--- config.mk ---
export PLATFORM = sky130hd
export DESIGN_NAME = mem_arbiter_flat
export DESIGN_NICKNAME = d
export VERILOG_FILES = /design/src/rtl/mem_arbiter_if.sv /design/src/rtl/mem_arbiter.sv /design/src/flat_wrapper.sv
export SDC_FILE = /design/constraint.sdc
export NUM_CORES = 1
export LEC_CHECK = 0
export CORE_MARGIN = 2
export CORE_UTILIZATION = 43
export CTS_CLUSTER_SIZE = 8
export DETAILED_ROUTE_END_ITERATION = 12
export HOLD_SLACK_MARGIN = 0.08
export PLACE_DENSITY = 0.82
export SYNTH_ARGS = -nofsm -noshare
export SYNTH_HDL_FRONTEND = slang
export SYNTH_SLANG_ARGS = --single-unit
--- constraint.sdc ---
create_clock -name clk -period 2.15 [get_ports clk]
set_input_delay 0.3225 -clock clk [delete_from_list [all_inputs] [get_ports clk]]
set_output_delay 0.3225 -clock clk [all_outputs]
set_load 0.03 [all_outputs]
--- src/rtl/mem_arbiter_if.sv ---
// mem_arbiter_if: bundles the fetch port, the data port and the memory bus
// for the unified-memory arbiter.
//   Fetch port : if_req, if_addr -> if_ack, if_rdata
//   Data port  : d_req, d_we, d_addr, d_wdata -> d_ack, d_rdata
//   Memory bus : mem_addr, mem_wdata, mem_write_n, mem_read_n <- mem_rdata
// Modport slave is the arbiter side; modport master is the requester/memory side.
interface mem_arbiter_if #(
    parameter int ADDR_W = 6,
    parameter int DATA_W = 16
);
    logic              if_req;
    logic [ADDR_W-1:0] if_addr;
    logic              if_ack;
    logic [DATA_W-1:0] if_rdata;

    logic              d_req;
    logic              d_we;
    logic [ADDR_W-1:0] d_addr;
    logic [DATA_W-1:0] d_wdata;
    logic              d_ack;
    logic [DATA_W-1:0] d_rdata;

    logic [ADDR_W-1:0] mem_addr;
    logic [DATA_W-1:0] mem_wdata;
    logic              mem_write_n;
    logic              mem_read_n;
    logic [DATA_W-1:0] mem_rdata;

    modport slave (
        input  if_req, if_addr, d_req, d_we, d_addr, d_wdata, mem_rdata,
        output if_ack, if_rdata, d_ack, d_rdata,
               mem_addr, mem_wdata, mem_write_n, mem_read_n
    );

    modport master (
        output if_req, if_addr, d_req, d_we, d_addr, d_wdata, mem_rdata,
        input  if_ack, if_rdata, d_ack, d_rdata,
               mem_addr, mem_wdata, mem_write_n, mem_read_n
    );
endinterface

--- src/rtl/mem_arbiter.sv ---
// mem_arbiter: shares a single-port memory (active-low strobes, acts on the
// falling edge) between the instruction-fetch port and the data port.
// Data has fixed priority; after BURST_LIMIT consecutive data grants made
// while fetch waits, fetch is granted once. Each access is IDLE->ACCESS->DONE.
// Ports:
//   clk      - rising-edge clock
//   proc_rst - asynchronous reset, active-high
//   bus      - mem_arbiter_if.slave (fetch port, data port, memory bus)
//   busy     - high whenever the sequencer is not in IDLE
module mem_arbiter #(
    parameter int ADDR_W      = 6,
    parameter int DATA_W      = 16,
    parameter int BURST_LIMIT = 4
) (
    input  logic           clk,
    input  logic           proc_rst,
    mem_arbiter_if.slave   bus,
    output logic           busy
);
    localparam logic [3:0] LIMIT = 4'(BURST_LIMIT);

    typedef enum logic [1:0] {
        IDLE   = 2'd0,
        ACCESS = 2'd1,
        DONE   = 2'd2
    } state_t;

    state_t            state_q, state_d;
    logic              sel_data_q, sel_data_d;
    logic              we_q, we_d;
    logic [3:0]        burst_q, burst_d;
    logic [ADDR_W-1:0] mem_addr_q, mem_addr_d;
    logic [DATA_W-1:0] mem_wdata_q, mem_wdata_d;
    logic              write_n_q, write_n_d;
    logic              read_n_q, read_n_d;
    logic              if_ack_q, if_ack_d;
    logic              d_ack_q, d_ack_d;
    logic [DATA_W-1:0] if_rdata_q, if_rdata_d;
    logic [DATA_W-1:0] d_rdata_q, d_rdata_d;
    logic              busy_q, busy_d;
    logic              any_req;
    logic              pick_data;

    assign any_req   = bus.d_req | bus.if_req;
    // Data wins unless fetch is waiting and the data burst has hit its limit.
    assign pick_data = bus.d_req & ~(bus.if_req & (burst_q == LIMIT));

    always_ff @(posedge clk or posedge proc_rst) begin
        if (proc_rst) begin
            state_q     <= IDLE;
            sel_data_q  <= 1'b0;
            we_q        <= 1'b0;
            burst_q     <= '0;
            mem_addr_q  <= '0;
            mem_wdata_q <= '0;
            write_n_q   <= 1'b1;
            read_n_q    <= 1'b1;
            if_ack_q    <= 1'b0;
            d_ack_q     <= 1'b0;
            if_rdata_q  <= '0;
            d_rdata_q   <= '0;
            busy_q      <= 1'b0;
        end else begin
            state_q     <= state_d;
            sel_data_q  <= sel_data_d;
            we_q        <= we_d;
            burst_q     <= burst_d;
            mem_addr_q  <= mem_addr_d;
            mem_wdata_q <= mem_wdata_d;
            write_n_q   <= write_n_d;
            read_n_q    <= read_n_d;
            if_ack_q    <= if_ack_d;
            d_ack_q     <= d_ack_d;
            if_rdata_q  <= if_rdata_d;
            d_rdata_q   <= d_rdata_d;
            busy_q      <= busy_d;
        end
    end

    always_comb begin
        state_d = state_q;
        case (state_q)
            IDLE:    if (any_req) state_d = ACCESS;
            ACCESS:  state_d = DONE;
            DONE:    state_d = IDLE;
            default: state_d = IDLE;
        endcase
    end

    always_comb begin
        sel_data_d  = sel_data_q;
        we_d        = we_q;
        burst_d     = burst_q;
        mem_addr_d  = mem_addr_q;
        mem_wdata_d = mem_wdata_q;
        write_n_d   = 1'b1;
        read_n_d    = 1'b1;
        if_ack_d    = 1'b0;
        d_ack_d     = 1'b0;
        if_rdata_d  = if_rdata_q;
        d_rdata_d   = d_rdata_q;

        case (state_q)
            IDLE: begin
                if (any_req) begin
                    sel_data_d = pick_data;
                    if (pick_data) begin
                        mem_addr_d  = bus.d_addr;
                        mem_wdata_d = bus.d_wdata;
                        we_d        = bus.d_we;
                        write_n_d   = ~bus.d_we;
                        read_n_d    = bus.d_we;
                        // Counts only grants that made fetch wait; saturates.
                        if (!bus.if_req)
                            burst_d = '0;
                        else if (burst_q != LIMIT)
                            burst_d = burst_q + 4'd1;
                    end else begin
                        mem_addr_d = bus.if_addr;
                        we_d       = 1'b0;
                        read_n_d   = 1'b0;
                        burst_d    = '0;
                    end
                end
            end
            ACCESS: begin
                // Memory updated mem_rdata on the falling edge inside ACCESS.
                if (sel_data_q) begin
                    d_ack_d = 1'b1;
                    if (!we_q) d_rdata_d = bus.mem_rdata;
                end else begin
                    if_ack_d   = 1'b1;
                    if_rdata_d = bus.mem_rdata;
                end
            end
            default: ;
        endcase

        busy_d = (state_d != IDLE);
    end

    assign bus.mem_addr    = mem_addr_q;
    assign bus.mem_wdata   = mem_wdata_q;
    assign bus.mem_write_n = write_n_q;
    assign bus.mem_read_n  = read_n_q;
    assign bus.if_ack      = if_ack_q;
    assign bus.d_ack       = d_ack_q;
    assign bus.if_rdata    = if_rdata_q;
    assign bus.d_rdata     = d_rdata_q;
    assign busy            = busy_q;
endmodule

--- src/flat_wrapper.sv ---
// flat-port wrapper written by rule: the top's interface ports become plain ports
module mem_arbiter_flat 
#(
    parameter int ADDR_W      = 6,
    parameter int DATA_W      = 16,
    parameter int BURST_LIMIT = 4
)
  (clk, proc_rst, busy, bus_if_req, bus_if_addr, bus_d_req, bus_d_we, bus_d_addr, bus_d_wdata, bus_mem_rdata, bus_if_ack, bus_if_rdata, bus_d_ack, bus_d_rdata, bus_mem_addr, bus_mem_wdata, bus_mem_write_n, bus_mem_read_n);
  mem_arbiter_if #(.ADDR_W(ADDR_W), .DATA_W(DATA_W)) bus_i ();
  input  logic clk;
  input  logic proc_rst;
  output logic busy;
  input wire logic [$bits(bus_i.if_req)-1:0] bus_if_req;
  input wire logic [$bits(bus_i.if_addr)-1:0] bus_if_addr;
  input wire logic [$bits(bus_i.d_req)-1:0] bus_d_req;
  input wire logic [$bits(bus_i.d_we)-1:0] bus_d_we;
  input wire logic [$bits(bus_i.d_addr)-1:0] bus_d_addr;
  input wire logic [$bits(bus_i.d_wdata)-1:0] bus_d_wdata;
  input wire logic [$bits(bus_i.mem_rdata)-1:0] bus_mem_rdata;
  output wire logic [$bits(bus_i.if_ack)-1:0] bus_if_ack;
  output wire logic [$bits(bus_i.if_rdata)-1:0] bus_if_rdata;
  output wire logic [$bits(bus_i.d_ack)-1:0] bus_d_ack;
  output wire logic [$bits(bus_i.d_rdata)-1:0] bus_d_rdata;
  output wire logic [$bits(bus_i.mem_addr)-1:0] bus_mem_addr;
  output wire logic [$bits(bus_i.mem_wdata)-1:0] bus_mem_wdata;
  output wire logic [$bits(bus_i.mem_write_n)-1:0] bus_mem_write_n;
  output wire logic [$bits(bus_i.mem_read_n)-1:0] bus_mem_read_n;
  assign bus_i.if_req = bus_if_req;
  assign bus_i.if_addr = bus_if_addr;
  assign bus_i.d_req = bus_d_req;
  assign bus_i.d_we = bus_d_we;
  assign bus_i.d_addr = bus_d_addr;
  assign bus_i.d_wdata = bus_d_wdata;
  assign bus_i.mem_rdata = bus_mem_rdata;
  assign bus_if_ack = bus_i.if_ack;
  assign bus_if_rdata = bus_i.if_rdata;
  assign bus_d_ack = bus_i.d_ack;
  assign bus_d_rdata = bus_i.d_rdata;
  assign bus_mem_addr = bus_i.mem_addr;
  assign bus_mem_wdata = bus_i.mem_wdata;
  assign bus_mem_write_n = bus_i.mem_write_n;
  assign bus_mem_read_n = bus_i.mem_read_n;
  mem_arbiter #(.ADDR_W(ADDR_W), .DATA_W(DATA_W), .BURST_LIMIT(BURST_LIMIT)) u_core (.clk(clk), .proc_rst(proc_rst), .bus(bus_i), .busy(busy));
endmodule
==> flow_summary.json <==
{
  "synth_cell_types": 30,
  "grt_pass1_vias": 2048,
  "crit_family": "buffers and inverters",
  "rsz0062_at_grt": "no",
  "numCtsBuffers": 9,
  "initial_core_util_pct": 44.7,
  "wl_um": 5880,
  "cts_tree": "done",
  "die_y_um": 82.7,
  "power_density_nw_per_um2": 1690,
  "cts.sinks": 67,
  "root_buffer": "clkbuf_8",
  "yosysSeqAreaShare_pct": 63.1,
  "cp-start-kind": "register",
  "dp_hpwl_um": 4320,
  "period_minus_slack_ps": 1840,
  "fmax_mhz": 544,
  "synthCells": 181,
  "switching_share_pct": 39.9,
  "clk_latency_ps": 330,
  "async_reset_ff_share_pct": 100,
  "path_class": "reg2out",
  "dr.pass1.iters": 4,
  "period_share_pct": 85.6,
  "crit_arrival_ps": 1520,
  "synth_area_leader_cell": "dfrtp_1",
  "cts.clk_slew.worst_paths_ps": 70,
  "first_iter_violations": 53,
  "drive_gt1_share_pct": 27.3,
  "remaining_drc_errors": 0,
  "synth_top_area_share_pct": 61.1,
  "maxSlewViolCount": 0,
  "intPower_mw": 4.13,
  "maxCapViolCount": 0,
  "viasPerCell": 5.07,
  "status": "finished clean",
  "synthesis.area_um2": 2660,
  "clockBufferDepth": 2,
  "die-area_um2": 6840,
  "switching_power_mw": 2.74,
  "antenna_found_initial": 0,
  "tns_ps": 0,
  "ys_ff_latch": 67,
  "worst-path-buf-inv": 1,
  "crit_path_end_kind": "output port",
  "num_rows": 28,
  "postSynthAreaPerCell_um2": 14.7,
  "io_pins": 108,
  "antenna-diode-count": 0,
  "fp.coreArea_um2": 5960,
  "fin_util_pct": 68.2,
  "grt_usage_pct": 18.2,
  "syn_nets": 232,
  "area_delta_synth_final_pct": 52.4,
  "synth_edf_count": 0,
  "ys.warnings.count": 0,
  "yosys-top-cells-count": "65 x dfrtp_1, 49 x mux2_2, 12 x inv_1",
  "clock_power_share_pct": 15.2,
  "synth.most_common_cell": "dfrtp_1",
  "finalClockSkew_ps": 6.41,
  "vias": 1920,
  "netlist_top_cells_area": "dfrtp_1 61%, mux2_2 21%, dfstp_2 2.0%",
  "cts_setup_buffers": 0,
  "grt_pass1_wl_um": 9390,
  "power_frac_seq_pct": 32.2,
  "critPathRequiredTime_ps": 1830,
  "hold_viol_final": 0,
  "finalNetCount": 350,
  "maxSlewHeadroom_pct": 70.2,
  "cpMaxStageDelayCell": "clkdlybuf4s50_1",
  "synth-main-ff-cell": "dfrtp_1",
  "io_buffer_count": 107,
  "hold_buffers": 0,
  "die_w_um": 82.7,
  "worstPathCellList": "clkdlybuf4s50_1",
  "postRouteAntennaNets": 0,
  "wl_per_cell_um": 15.5,
  "min_path_type": "in2async",
  "cts_resized": 0,
  "grt_overflow_total": 0,
  "grt_start_max_net_pins": 34,
  "crit_path_max_fanout": 1,
  "ir_drop_mv": 0.922,
  "combPwrFrac_pct": 52.6,
  "h-tree-depth": 3,
  "p_leak_nw": 1.72,
  "cp_slowest_stage_delay_ps": 680,
  "gp_congestion": 0.771,
  "setup_viol": 0,
  "tightest_slew_ps": 448
}
==> through the flow <==
stage	instances	setup slack [ps]	power (mW)	hold slack, ps	instance area [µm²]
2_1_floorplan	181	148	4.39	383	2660
5_1_grt	379	266	7.27	322	4060
6_report	379	310	6.86	298	4060
4_1_cts	379	291	6.95	296	4060
3_3_place_gp	363	305	5.77	487	3860
3_5_place_dp	363	252	5.89	495	3860
==> cells in the final DEF (no fill, tap or decap), types with 2 or more instances in the layout <==
cell type,synthesis,routed
clkinv_4,0,2
nor2_2,2,2
buf_4,1,5
buf_12,0,2
ha_1,2,2
nand2_1,3,3
clkbuf_8,0,10
inv_2,1,2
dfstp_2,2,2
o21ai_0,2,2
o221ai_1,6,6
nand4_1,6,6
mux2_2,49,49
nand3_1,8,8
dfrtp_1,65,65
clkdlybuf4s50_1,0,107
inv_1,12,11
clkinv_2,0,2
a32o_1,3,3
==> logic make-up (layout without fill, tap and decap cells) <==
family / after synthesis / in the layout / share of synthesized area [%]
AO/OA/AOI/OAI: 15 / 15 / 4.56
adder cells (fa/ha/maj): 2 / 2 / 0.940
buffers and inverters: 20 / 143 / 3.66
flip-flops: 67 / 67 / 63.1
multiplexers: 49 / 49 / 20.7
AND/OR/NAND/NOR: 28 / 28 / 7.05
==> metal layers <==
layer	track usage (%)	part of all wire, %
met1	21.7	41
met2	31.4	50
met3	5.65	8.8
met4	5.90	0.29
met5	0	0
==> final cells by class <==
type,instances,area (µm²)
clock inverter,6,65.1
sequential,67,1680
timing repair buffer,114,1150
fill,457,1900
inverter,13,48.8
clock buffer,10,138
tap,75,93.8
multi-input combinational,94,886
==> registers in the layout, indices dropped and copies added, names as in the netlist <==
signal                  cells
u_core.sel_data_q           1
u_core.burst_q              4
u_core.bus.d_rdata         16
u_core.bus.mem_wdata       16
u_core.bus.mem_addr         6
u_core.bus.mem_write_n      1
u_core.busy                 1
u_core.state_q              2
u_core.bus.mem_read_n       1
u_core.bus.if_rdata        16
u_core.bus.d_ack            1
u_core.bus.if_ack           1
u_core.we_q                 1
==> power groups by stage <==
stage / registers, mW / clock network (mW) / logic (mW)
after floorplan: 3.32 / 0 / 1.07
after global placement: 2.20 / 0 / 3.57
after detailed placement: 2.24 / 0 / 3.65
after CTS: 2.22 / 1.08 / 3.66
after global routing: 2.29 / 1.13 / 3.85
final: 2.21 / 1.04 / 3.61
==> worst register-to-register path, delay by kind of cell, from the launching register on <==
family	cells	cell delay [ps]
adder cells (fa/ha/maj)	1	170
AO/OA/AOI/OAI	1	320
buffers and inverters	1	100
flip-flops	1	400
AND/OR/NAND/NOR	2	520
==> path summary, 6_finish.rpt <==
| check | startpoint | end | slack (ps) | cells after the start |
|---|---|---|---|---|
| max | u_core.bus.mem_read_n | bus_mem_read_n | 310 | 1 |
| max in group asynchronous | proc_rst | u_core.bus.mem_read_n | 1300 | 3 |
| min in group clk | u_core.bus.mem_wdata[6] | u_core.bus.mem_wdata[6] | 510 | 1 |
| min reg2reg | u_core.bus.mem_wdata[6] | u_core.bus.mem_wdata[6] | 510 | 1 |
| min | proc_rst | u_core.bus.mem_wdata[10] | 300 | 2 |
| max reg2reg | u_core.burst_q[0] | u_core.we_q | 540 | 5 |
Note: power is estimated with default switching activity, not from simulation.
